==> src/rtl/square_wave_pkg.sv <==
// square_wave_pkg: shared types and constants for the square-wave meter.
//   meter_state_t : measurement FSM states
//   METER_W       : default counter width
package square_wave_pkg;
   typedef enum logic [1:0] {IDLE, MEAS_HIGH, MEAS_LOW} meter_state_t;
   localparam int METER_W = 16;
endpackage

==> src/rtl/square_wave_meter_if.sv <==
// square_wave_meter_if: measurement bus between a wave source/consumer and the meter.
//   waveIn, clear                              : driven by master (source side)
//   highCount, lowCount, periodCount,
//   measValid, overflow                        : driven by slave (meter)
interface square_wave_meter_if
   import square_wave_pkg::*;
#(
   parameter int W = METER_W
);
   logic         waveIn;
   logic         clear;
   logic [W-1:0] highCount;
   logic [W-1:0] lowCount;
   logic [W:0]   periodCount;
   logic         measValid;
   logic         overflow;
   modport master (
      output waveIn, clear,
      input  highCount, lowCount, periodCount, measValid, overflow
   );
   modport slave (
      input  waveIn, clear,
      output highCount, lowCount, periodCount, measValid, overflow
   );
endinterface

==> src/rtl/edge_sync.sv <==
// edge_sync: multi-flop synchronizer for an asynchronous input plus edge detection.
//   clk_i   : clock
//   rst_ni  : asynchronous active-low reset
//   d_i     : asynchronous input
//   s_o     : synchronized level
//   rise_o  : one-cycle pulse on synchronized 0->1
//   fall_o  : one-cycle pulse on synchronized 1->0
module edge_sync #(
   parameter int SYNC_STAGES = 2
) (
   input  logic clk_i,
   input  logic rst_ni,
   input  logic d_i,
   output logic s_o,
   output logic rise_o,
   output logic fall_o
);
   logic [SYNC_STAGES-1:0] sync_q;
   logic                   p_q;
   always_ff @(posedge clk_i or negedge rst_ni) begin
      if (!rst_ni) begin
         sync_q <= '0;
         p_q    <= 1'b0;
      end else begin
         sync_q <= {sync_q[SYNC_STAGES-2:0], d_i};
         p_q    <= sync_q[SYNC_STAGES-1];
      end
   end
   assign s_o    = sync_q[SYNC_STAGES-1];
   assign rise_o = s_o & ~p_q;
   assign fall_o = ~s_o & p_q;
endmodule

==> src/rtl/square_wave_meter.sv <==
// square_wave_meter: measures high/low time and period of a square wave in clock cycles.
//   CLK   : clock, rising edge
//   RST_N : asynchronous active-low reset
//   bus   : slave side of square_wave_meter_if
//           in : waveIn (async square wave), clear (sync restart)
//           out: highCount, lowCount, periodCount, measValid (1-cycle strobe), overflow (sticky)
module square_wave_meter
   import square_wave_pkg::*;
#(
   parameter int W           = METER_W,
   parameter int SYNC_STAGES = 2
) (
   input logic                CLK,
   input logic                RST_N,
   square_wave_meter_if.slave bus
);
   localparam logic [W-1:0] CNT_MAX = '1;
   localparam logic [W-1:0] CNT_ONE = W'(1);
   meter_state_t state_q, state_d;
   logic [W-1:0] cnt_q, cnt_d, hi_tmp_q, hi_tmp_d, high_q, high_d, low_q, low_d, cnt_inc;
   logic [W:0]   period_q, period_d;
   logic         valid_q, valid_d, ovf_q, ovf_d;
   logic         s, rise, fall;
   edge_sync #(.SYNC_STAGES(SYNC_STAGES)) u_sync (
      .clk_i  (CLK),
      .rst_ni (RST_N),
      .d_i    (bus.waveIn),
      .s_o    (s),
      .rise_o (rise),
      .fall_o (fall)
   );
   assign cnt_inc = (cnt_q == CNT_MAX) ? cnt_q : cnt_q + 1'b1;
   always_comb begin
      state_d  = state_q;
      cnt_d    = cnt_q;
      hi_tmp_d = hi_tmp_q;
      high_d   = high_q;
      low_d    = low_q;
      period_d = period_q;
      valid_d  = 1'b0;
      ovf_d    = ovf_q;
      case (state_q)
         IDLE: begin
            cnt_d   = rise ? CNT_ONE : '0;
            state_d = rise ? MEAS_HIGH : IDLE;
         end
         MEAS_HIGH: begin
            // the fall cycle is the first low cycle, so low counting restarts at 1
            cnt_d    = fall ? CNT_ONE : cnt_inc;
            hi_tmp_d = fall ? cnt_q : hi_tmp_q;
            state_d  = fall ? MEAS_LOW : MEAS_HIGH;
         end
         MEAS_LOW: begin
            cnt_d = rise ? CNT_ONE : cnt_inc;
            if (rise) begin
               high_d   = hi_tmp_q;
               low_d    = cnt_q;
               period_d = {1'b0, hi_tmp_q} + {1'b0, cnt_q};
               valid_d  = 1'b1;
               state_d  = MEAS_HIGH;
            end
         end
         default: state_d = IDLE;
      endcase
      if (cnt_d == CNT_MAX) ovf_d = 1'b1;
      // clear overrides any edge or completion seen in the same cycle
      if (bus.clear) begin
         state_d  = IDLE;
         cnt_d    = '0;
         hi_tmp_d = '0;
         high_d   = '0;
         low_d    = '0;
         period_d = '0;
         valid_d  = 1'b0;
         ovf_d    = 1'b0;
      end
   end
   always_ff @(posedge CLK or negedge RST_N) begin
      if (!RST_N) begin
         state_q  <= IDLE;
         cnt_q    <= '0;
         hi_tmp_q <= '0;
         high_q   <= '0;
         low_q    <= '0;
         period_q <= '0;
         valid_q  <= 1'b0;
         ovf_q    <= 1'b0;
      end else begin
         state_q  <= state_d;
         cnt_q    <= cnt_d;
         hi_tmp_q <= hi_tmp_d;
         high_q   <= high_d;
         low_q    <= low_d;
         period_q <= period_d;
         valid_q  <= valid_d;
         ovf_q    <= ovf_d;
      end
   end
   assign bus.highCount   = high_q;
   assign bus.lowCount    = low_q;
   assign bus.periodCount = period_q;
   assign bus.measValid   = valid_q;
   assign bus.overflow    = ovf_q;
endmodule

==> src/flat_wrapper.sv <==
// flat-port wrapper written by rule: the top's interface ports become plain ports
module square_wave_meter_flat import square_wave_pkg::*;
#(
   parameter int W           = METER_W,
   parameter int SYNC_STAGES = 2
)
  (CLK, RST_N, bus_waveIn, bus_clear, bus_highCount, bus_lowCount, bus_periodCount, bus_measValid, bus_overflow);
  square_wave_meter_if #(.W(W)) bus_i ();
  input logic CLK;
  input logic RST_N;
  input wire logic [$bits(bus_i.waveIn)-1:0] bus_waveIn;
  input wire logic [$bits(bus_i.clear)-1:0] bus_clear;
  output wire logic [$bits(bus_i.highCount)-1:0] bus_highCount;
  output wire logic [$bits(bus_i.lowCount)-1:0] bus_lowCount;
  output wire logic [$bits(bus_i.periodCount)-1:0] bus_periodCount;
  output wire logic [$bits(bus_i.measValid)-1:0] bus_measValid;
  output wire logic [$bits(bus_i.overflow)-1:0] bus_overflow;
  assign bus_i.waveIn = bus_waveIn;
  assign bus_i.clear = bus_clear;
  assign bus_highCount = bus_i.highCount;
  assign bus_lowCount = bus_i.lowCount;
  assign bus_periodCount = bus_i.periodCount;
  assign bus_measValid = bus_i.measValid;
  assign bus_overflow = bus_i.overflow;
  square_wave_meter #(.W(W), .SYNC_STAGES(SYNC_STAGES)) u_core (.CLK(CLK), .RST_N(RST_N), .bus(bus_i));
endmodule
==> config.mk <==
export PLATFORM = sky130hd
export DESIGN_NAME = square_wave_meter_flat
export DESIGN_NICKNAME = d
export VERILOG_FILES = /design/src/rtl/square_wave_pkg.sv /design/src/rtl/square_wave_meter_if.sv /design/src/rtl/edge_sync.sv /design/src/rtl/square_wave_meter.sv /design/src/flat_wrapper.sv
export SDC_FILE = /design/constraint.sdc
export NUM_CORES = 1
export LEC_CHECK = 0
export CAP_MARGIN = 20
export CELL_PAD_IN_SITES_DETAIL_PLACEMENT = 1
export CELL_PAD_IN_SITES_GLOBAL_PLACEMENT = 2
export CORE_UTILIZATION = 37
export CTS_CLUSTER_DIAMETER = 80
export CTS_CLUSTER_SIZE = 16
export DETAILED_ROUTE_END_ITERATION = 12
export MAX_ROUTING_LAYER = met4
export PLACE_DENSITY_LB_ADDON = 0.2
export SKIP_LAST_GASP = 1
export SLEW_MARGIN = 20
export SYNTH_ARGS = -nofsm -noshare
export SYNTH_HDL_FRONTEND = slang
export SYNTH_SLANG_ARGS = --single-unit
==> constraint.sdc <==
create_clock -name CLK -period 6.65 [get_ports CLK]
set_input_delay 0.665 -clock CLK [delete_from_list [all_inputs] [get_ports CLK]]
set_output_delay 0.665 -clock CLK [all_outputs]
set_load 0.02 [all_outputs]
* Word level (Yosys, flattened, before mapping)
Cells that the tools add are included.
Word-level totals: input port bits 4, register bits 88, output and inout port bits 51, word-level logic and storage cells 57
Cells by class: eq/ne operators 5, reduce and logical (&&, ||, !) cells 8, add/sub/neg operators 2, bitwise gates (word level) 4, multiplexer cells 28
Operators by type and width (count):
- $mux W16 | 13
- $mux W17 | 3
- $pmux W16 S3 | 1
- $eq A16 B16 Y1 const B | 2
- $add A16 B16 Y17 | 1
- $add A16 B1 Y16 const B | 1
- $reduce_bool A2 Y1 | 5
- $mux W1 | 7
- $mux W2 | 3
- $pmux W2 S3 | 1
- $reduce_and A2 Y1 | 2
- $ne A3 B2 Y1 const B | 1
- $and A1 B1 Y1 | 2
- $eq A2 B1 Y1 const B | 1
- $eq A2 B2 Y1 const B | 1
- $logic_not A2 Y1 | 1
- $not A1 Y1 | 2

* Logic depth before layout (Yosys ltp)
Gate-level depths: netlist of run 1.
depth after elaboration 7, gate-level depth with buffers 9, mapped depth without buffers 9

* Hierarchy
Synthesis of run 1 repeated with hierarchy kept, for this count alone.
Unflattened totals: cell total of the unflattened synthesis 387, area, all modules 4250.3 um2
By module, submodules not included:
- square_wave_meter | instances 1, area an instance 4160.2 um2, sequential area each 2127.0 um2, cells each 382
- edge_sync | instances 1, area an instance 90.1 um2, sequential area each 75.1 um2, cells each 5

* Least setup slack after synthesis of run 1
OpenSTA, ideal clock, no wires.
path type reg2reg, start point register u_core.cnt_q[0], end point register u_core.period_q[14], in the netlist u_core.bus.periodCount[14], library setup time 0.116 ns, data arrival time 2.505 ns, stages on the path, launching flop included 9, buffers on the path 0, required time 6.534 ns, slack 4.029 ns, clock period less this slack 2.621 ns, cells stage by stage dfrtp_1 ha_1 fa_1 a211o_1 a21oi_1 o21ai_0 a311o_1 a31o_2 o311ai_0
On the way: cells in the longest elaborated chain, start to end 4
RTL lines:
- start, declared | line square_wave_meter.sv:20 | logic [W-1:0] cnt_q, cnt_d, hi_tmp_q, hi_tmp_d, high_q, high_d, low_q, low_d, cnt_inc;
- start signal, assigned | line square_wave_meter.sv:90 | cnt_q <= cnt_d;
- $add A16 B16 Y17 | line square_wave_meter.sv:58 | period_d = {1'b0, hi_tmp_q} + {1'b0, cnt_q};
- $mux W17 | line square_wave_meter.sv:55 | if (rise) begin
- $mux W17 | line square_wave_meter.sv:42 | case (state_q)
- $mux W17 | line square_wave_meter.sv:67 | if (bus.clear) begin
- end signal, assigned | line square_wave_meter.sv:94 | period_q <= period_d;
- end, declared | line square_wave_meter.sv:21 | logic [W:0] period_q, period_d;
No other way between the ends. The select of a mux whose other input is x is not followed. A chain may end at the register's enable or synchronous reset.

* Worst setup path in the final report of run 1
start point register u_core.cnt_q[1], end point register u_core.ovf_q, in the netlist u_core.bus.overflow
On the way: cells in the longest elaborated chain, start to end 6, elaborated cells between the ends (all ways) 8, classes of those cells 1 x add/sub; 2 x eq/ne; 4 x mux; 1 x reduce/logical
RTL lines:
- $add A16 B1 Y16 / $eq A16 B16 Y1 (equally long branches) | line square_wave_meter.sv:32 | assign cnt_inc = (cnt_q == CNT_MAX) ? cnt_q : cnt_q + 1'b1;
- $mux W16 | line square_wave_meter.sv:32
- $mux W16, on equally long branches | line square_wave_meter.sv:54, square_wave_meter.sv:49
- $pmux W16 S3 * | line square_wave_meter.sv:42
- $eq A16 B16 Y1 * | line square_wave_meter.sv:65 | if (cnt_d == CNT_MAX) ovf_d = 1'b1;
- $reduce_bool A2 Y1 (no line) *
- end signal, assigned | line square_wave_meter.sv:96 | ovf_q <= ovf_d;
- end, declared | line square_wave_meter.sv:22 | logic valid_q, valid_d, ovf_q, ovf_d;
Every way passes the cells marked *; elsewhere a longest branch is shown, timed or not.

==> results.txt, run 1 <==
Tightest Pin Transition -> 0.848 ns
GR peak layer -> met2
Pin count of the biggest net entering global routing -> 79
Root buf cell -> clkbuf_16
Hold WS -> 0.296 ns
Die H -> 112 um
Horiz. Die Dim -> 112 um
Layout area overhead -> 20.1%
CTS Buf Count -> 9
Synth area leaders -> dfrtp_1 (49%), nand2_1 (11%), a21oi_1 (8.6%)
Worst rel slew slack -> 43.4%
Buffers on Ports -> 54
WL final -> 12,900 um
I/O pin cnt -> 55
CTS tree -> yes
Worst Setup Start Kind -> register
Most common cell after layout, fill and taps aside -> nand2_1
Die ar. -> 12,600 sq um
Worst IR Drop VDD -> 0.000120 V
DR pass1 iterations -> 4
Cell count after synthesis -> 504
GP Congestion -> 0.870
Bufs on Longest Clock Path -> 2
Via count -> 3,727
Clock-pin slew of the registers on the worst-case setup and hold paths -> 0.06 ns
CP Max Fanout -> 8
Synth Flop Type -> dfrtp_1
Seq cells post-synth -> 88
First-pass GRT wire length -> 21,500 um
Number of global-route vias before repair -> 3,953
DR DRC count -> 0
CP max stage delay -> 0.66 ns
Setup Crit Path Kind -> register to register
Met2 Use GR -> 37.2%
M1 GR Usage -> 29.2%
GRT overflow -> 0
Synth warnings -> 0
Area leader, netlist -> dfrtp_1
Share of cells above drive strength 1 -> 6.33%
Finish-stage setup viols -> 0
Synth Net Count -> 526
Synth unique cells -> 50
Post-CTS Resized -> 0
Worst EP required -> 6.91 ns
H-tree Lvls -> 3
Clk_skew -> 0.00557 ns
GRT Util Overall -> 23.0%
Post-CTS setup buffer count -> 0
Post-cts hold buffer count -> 0
Clock Latency Late Sink -> 0.35 ns
Max_cap viols -> 0
Leak -> 2.24 nW
Hold WC Path Type -> input port to asynchronous set/reset pin
Number of routed nets with antenna violations -> 0
CP cell instances -> ha_1 -> nand4_2 -> nor4_1 -> nor2_1 -> nand4_1 -> xor2_1 -> or4_1 -> o32ai_2
Setup TNS -> 0 ns
P per Cell Area -> 194 nW/um^2
DP Area -> 5150 sq um
RSZ-0062 raised after global routing -> false
Max Slew Vio Count -> 0
Achievable Freq -> 0.335 GHz
Sequential element share of the synthesized area -> 48.9%
DR WL/cell -> 18.5 um
Commonest cells after routing, fill and taps aside -> nand2_1 (131), dfrtp_1 (88), a21oi_1 (77)
Via density -> 5.35
Fin crit share -> 44.8%
Post-layout net count -> 572
Final Cell Area -> 5410 sq um
Initial core utilization -> 38.6%
Data arrival, critical path -> 3.24 ns
R2r setup slk -> 3.67 ns
1st-iter DRT viols -> 133
Diode count -> 0
Status -> complete, no violations
Clock sinks -> 88
Post-route minimum period -> 2.98 ns
Async set-or-reset flop fraction in the synthesized netlist -> 100%
Met3 Track Usage GR -> 4.37%
Top-area cell type share of the netlist area -> 48.9%
Dpl hpwl -> 9210 um
Initial antenna violation count -> 0
CP max-delay cell -> nor4_1
Avg Inst Size Synth -> 8.94 sq um
Setup crit end kind -> register
Row cnt -> 39
Number of enable flip-flop cells after synthesis -> 0
Total core area -> 11,700 sq um
Final Hold Fails -> 0
Mapped Area -> 4510 sq um
-- flip-flops by register name, indices dropped and copies added (netlist names) --
register and flops:
u_core.bus.lowCount 16, u_core.hi_tmp_q 16, u_core.bus.periodCount 17, u_core.bus.measValid 1
u_core.cnt_q 16, u_core.bus.highCount 16, u_core.u_sync.sync_q 2, u_core.u_sync.p_q 1
u_core.bus.overflow 1, u_core.state_q 2
-- cell type report --
class | instances | area (sq um)
Fill cell | 1383 | 6250
Sequential cell | 88 | 2200
Multi-Input combinational cell | 384 | 2170
Timing Repair Buffer | 59 | 571
Clock buffer | 11 | 243
Tap cell | 143 | 179
Inverter | 8 | 30.0
Clock inverter | 3 | 20.0
-- synthesized netlist by cell type, drive strengths merged, types with 2 or more instances --
cell	count
nand2	131
dfrtp	88
a21oi	77
nor2	39
clkbuf	22
ha	17
nor3	13
xnor2	12
nand3	10
inv	8
xor2	8
nand4	6
a211oi	5
nand2b	5
nor2b	4
o211ai	4
o21ai	4
or2	4
a211o	3
a31oi	3
and2	3
nor4b	3
o2111ai	3
o21a	3
or3	3
a21o	2
a2bb2oi	2
a31o	2
buf	2
nand3b	2
nor4	2
o31ai	2
-- per-stage QoR --
stage	setup WS [ns]	instances	total power, mW	utilization, %
2_1_floorplan	4.03	504	0.570	-
3_3_place_gp	3.78	682	0.591	44.2
3_5_place_dp	3.71	682	0.592	44.2
4_1_cts	3.67	696	1.06	46.4
5_1_grt	3.35	696	1.09	46.4
6_report	3.67	696	1.05	46.4
-- cell families (layout without fill, tap and decap cells) --
| kind of cell | after synthesis | after routing | synth area share (%) |
|---|---|---|---|
| AND/OR/NAND/NOR | 227 | 227 | 22.5 |
| AO/OA/AOI/OAI | 117 | 117 | 16.1 |
| flip-flops | 88 | 88 | 48.9 |
| buffers and inverters | 32 | 81 | 3.11 |
| XOR/XNOR | 20 | 20 | 3.89 |
| adder cells (fa/ha/maj) | 19 | 19 | 5.39 |
| multiplexers | 1 | 1 | 0.222 |
-- report_power, final --
group / switching (mW) / total, mW / internal [mW] / leakage (nW)
registers: 0.00369 / 0.541 / 0.538 / 1.22
clock network: 0.210 / 0.468 / 0.259 / 0.123
logic: 0.0316 / 0.0391 / 0.00751 / 0.896
total: 0.245 / 1.05 / 0.804 / 2.24
-- final timing paths --
kind / depth (start not counted) / startpoint / to
worst max-delay path: 8 / u_core.cnt_q[1] / u_core.bus.overflow
worst min-delay path: 1 / RST_N / u_core.bus.periodCount[8]
worst max register to register: 8 / u_core.cnt_q[1] / u_core.bus.overflow
worst min register to register: 0 / u_core.u_sync.sync_q[0] / u_core.u_sync.sync_q[1]
max in group asynchronous: 2 / RST_N / u_core.bus.lowCount[8]
min in group CLK: 0 / u_core.u_sync.sync_q[0] / u_core.u_sync.sync_q[1]
-- critical path, delay by kind of cell, from the launching register on --
family | cells | cell delay, ns
compound gates | 1 | 0.27
flops | 1 | 0.49
fa+ha+maj | 1 | 0.32
simple gates | 5 | 1.73
xor+xnor | 1 | 0.09
-- metal layers --
metal | wire length [um] | share of wire [%] | vias to the layer above
met5 | 0 | 0 | -
met4 | 207 | 1.6 | 0
met3 | 291 | 2.3 | 19
li1 | - | - | 1821
met1 | 6020 | 47 | 1838
met2 | 6350 | 49 | 49
(Power assumes the default switching activity.)
==> run 2, diff against run 1 <==
--- a/config.mk
+++ b/config.mk
@@ -8,7 +8,7 @@
 export CAP_MARGIN = 20
 export CELL_PAD_IN_SITES_DETAIL_PLACEMENT = 1
 export CELL_PAD_IN_SITES_GLOBAL_PLACEMENT = 2
-export CORE_UTILIZATION = 37
+export CORE_UTILIZATION = 34
 export CTS_CLUSTER_DIAMETER = 80
 export CTS_CLUSTER_SIZE = 16
 export DETAILED_ROUTE_END_ITERATION = 12
==> constraint.sdc (replaced) <==
create_clock -name CLK -period 2.85 [get_ports CLK]
set_input_delay 0.285 -clock CLK [delete_from_list [all_inputs] [get_ports CLK]]
set_output_delay 0.285 -clock CLK [all_outputs]
set_load 0.02 [all_outputs]
==> results.txt, run 2 (synthesis results as in run 1) <==
CP bufs+invs -> 0
Die ar. -> 13,700 sq um
Achievable Freq -> 0.366 GHz
RSZ-0062 raised after global routing -> true
CTS tree -> yes
Final Cell Area -> 5670 sq um
Pre-CTS worst setup slack -> 0.0145 ns
Post-route insts no fill -> 750
Number of global-route vias before repair -> 3,990
DR DRC count -> 0
Buffers on Ports -> 54
Sw Share -> 24.5%
Hold WC Path Type -> register to register
Final Hold Fails -> 0
Post-layout net count -> 595
Clk network pwr share -> 45.1%
Max_cap viols -> 0
Share of cells above drive strength 1 -> 10.7%
Status -> complete, no violations
Net Switching -> 0.608 mW
CTS Buf Count -> 9
Leak -> 2.37 nW
1st-iter DRT viols -> 126
Finish-stage setup viols -> 0
Worst rel slew slack -> 43.1%
Worst IR Drop VDD -> 0.000281 V
Pin count of the biggest net entering global routing -> 78
WL final -> 13,100 um
H-tree Lvls -> 3
Clk_skew -> 0.00900 ns
Dpl hpwl -> 9430 um
Post-route minimum period -> 2.73 ns
Area occupied by multi-input gates -> 2190 sq um
M1 WL -> 5800 um
Total core area -> 12,800 sq um
GRT overflow -> 0
DR WL/cell -> 17.5 um
CP max stage delay -> 0.41 ns
Via density -> 5.14
CP max-delay cell -> a311o_1
Final core occ -> 44.4%
Commonest cells after routing, fill and taps aside -> nand2_1 (131), dfrtp_1 (87), a21oi_1 (77)
Post-CTS setup buffer count -> 0
Setup crit end kind -> register
Sequential Power Share -> 50.8%
Max reg flops -> 17
CP top delay family -> compound AO/OA/AOI/OAI gates
Root buf cell -> clkbuf_16
Bufs on Longest Clock Path -> 2
Clock-pin slew of the registers on the worst-case setup and hold paths -> 0.06 ns
Horiz. Die Dim -> 117 um
GRT Util Overall -> 21.5%
I/O pin cnt -> 55
CP Max Fanout -> 3
Max layer used -> met4
CP cell instances -> ha_1 -> fa_2 -> a211o_1 -> a21oi_1 -> o21ai_0 -> a311o_1 -> a31o_2 -> o311ai_1
Number of routed nets with antenna violations -> 0
Int Pwr -> 1.87 mW
Clock Latency Late Sink -> 0.35 ns
Slack of the critical path -> 0.117 ns
Initial antenna violation count -> 0
GP Congestion -> 0.897
Setup Crit Path Kind -> register to register
Clock sinks -> 88
Diode count -> 0
P per Cell Area -> 438 nW/um^2
Most common cell after layout, fill and taps aside -> nand2_1
Max Slew Vio Count -> 0
Register area -> 2200 sq um
Logic pwr share -> 4.1%
Via count -> 3,852
First-pass GRT wire length -> 21,100 um
Worst Setup Start Kind -> register
Met3 wire length -> 406 um
Layout area overhead -> 25.8%
Fin crit share -> 95.9%
Worst EP required -> 3.09 ns
Tightest Pin Transition -> 0.853 ns
# fillers -> 1,490
Hold WS -> 0.353 ns
Placed insts -> 733
Met2 wire len -> 6750 um
DP Area -> 5370 sq um
Initial core utilization -> 35.3%
DR pass1 iterations -> 4
Die H -> 117 um
Data arrival, critical path -> 2.97 ns
Row cnt -> 41
==> run 2: power by group through the flow <==
stage               Sequential [mW]  Combinational, mW  Clock, mW
floorplan                      1.28             0.0452          0
global placement               1.28              0.104          0
detailed placement             1.28              0.106          0
CTS                            1.26              0.107       1.16
global route                   1.26              0.116       1.20
finish                         1.26              0.103       1.12
==> run 2: what timing repair did <==
| action | CTS | global route |
|---|---|---|
| hold buffers | 1 | 0 |
| setup endpoints to repair | 1 | 2 |
| resized for setup | 1 | 4 |
| endpoints found under the hold margin | 36 | 0 |
==> run 2: per-layer routing <==
layer / track usage [%] / up-vias
li1: - / 1876
met1: 25.9 / 1912
met2: 36.2 / 51
met3: 4.07 / 13
met4: 7.26 / 0
met5: - / -
==> run 2: path summary, 6_finish.rpt <==
check,from,end,slack (ns),depth (start not counted)
max,u_core.hi_tmp_q[0],u_core.bus.periodCount[14],0.12,8
min,u_core.u_sync.sync_q[0],u_core.u_sync.sync_q[1],0.35,0
max reg2reg,u_core.hi_tmp_q[0],u_core.bus.periodCount[14],0.12,8
min reg2reg,u_core.u_sync.sync_q[0],u_core.u_sync.sync_q[1],0.35,0
max in group asynchronous,RST_N,u_core.cnt_q[10],1.73,3
min in group asynchronous,RST_N,u_core.bus.periodCount[15],0.45,2
==> run 2: through the flow <==
stage / power, mW / setup TNS, ns
6_report: 2.48 / 0
5_1_grt: 2.57 / -0.00590
4_1_cts: 2.53 / 0
3_5_place_dp: 1.39 / 0
3_3_place_gp: 1.39 / 0
2_1_floorplan: 1.33 / 0
==> run 2: area by class of cell <==
cell class,instances,share of cell area (%)
clock buffer,10,4.04
clock inverter,6,0.795
inverter,8,0.530
multi-input combinational,384,38.6
sequential,88,38.9
tap,172,3.80
timing repair buffer,82,13.4
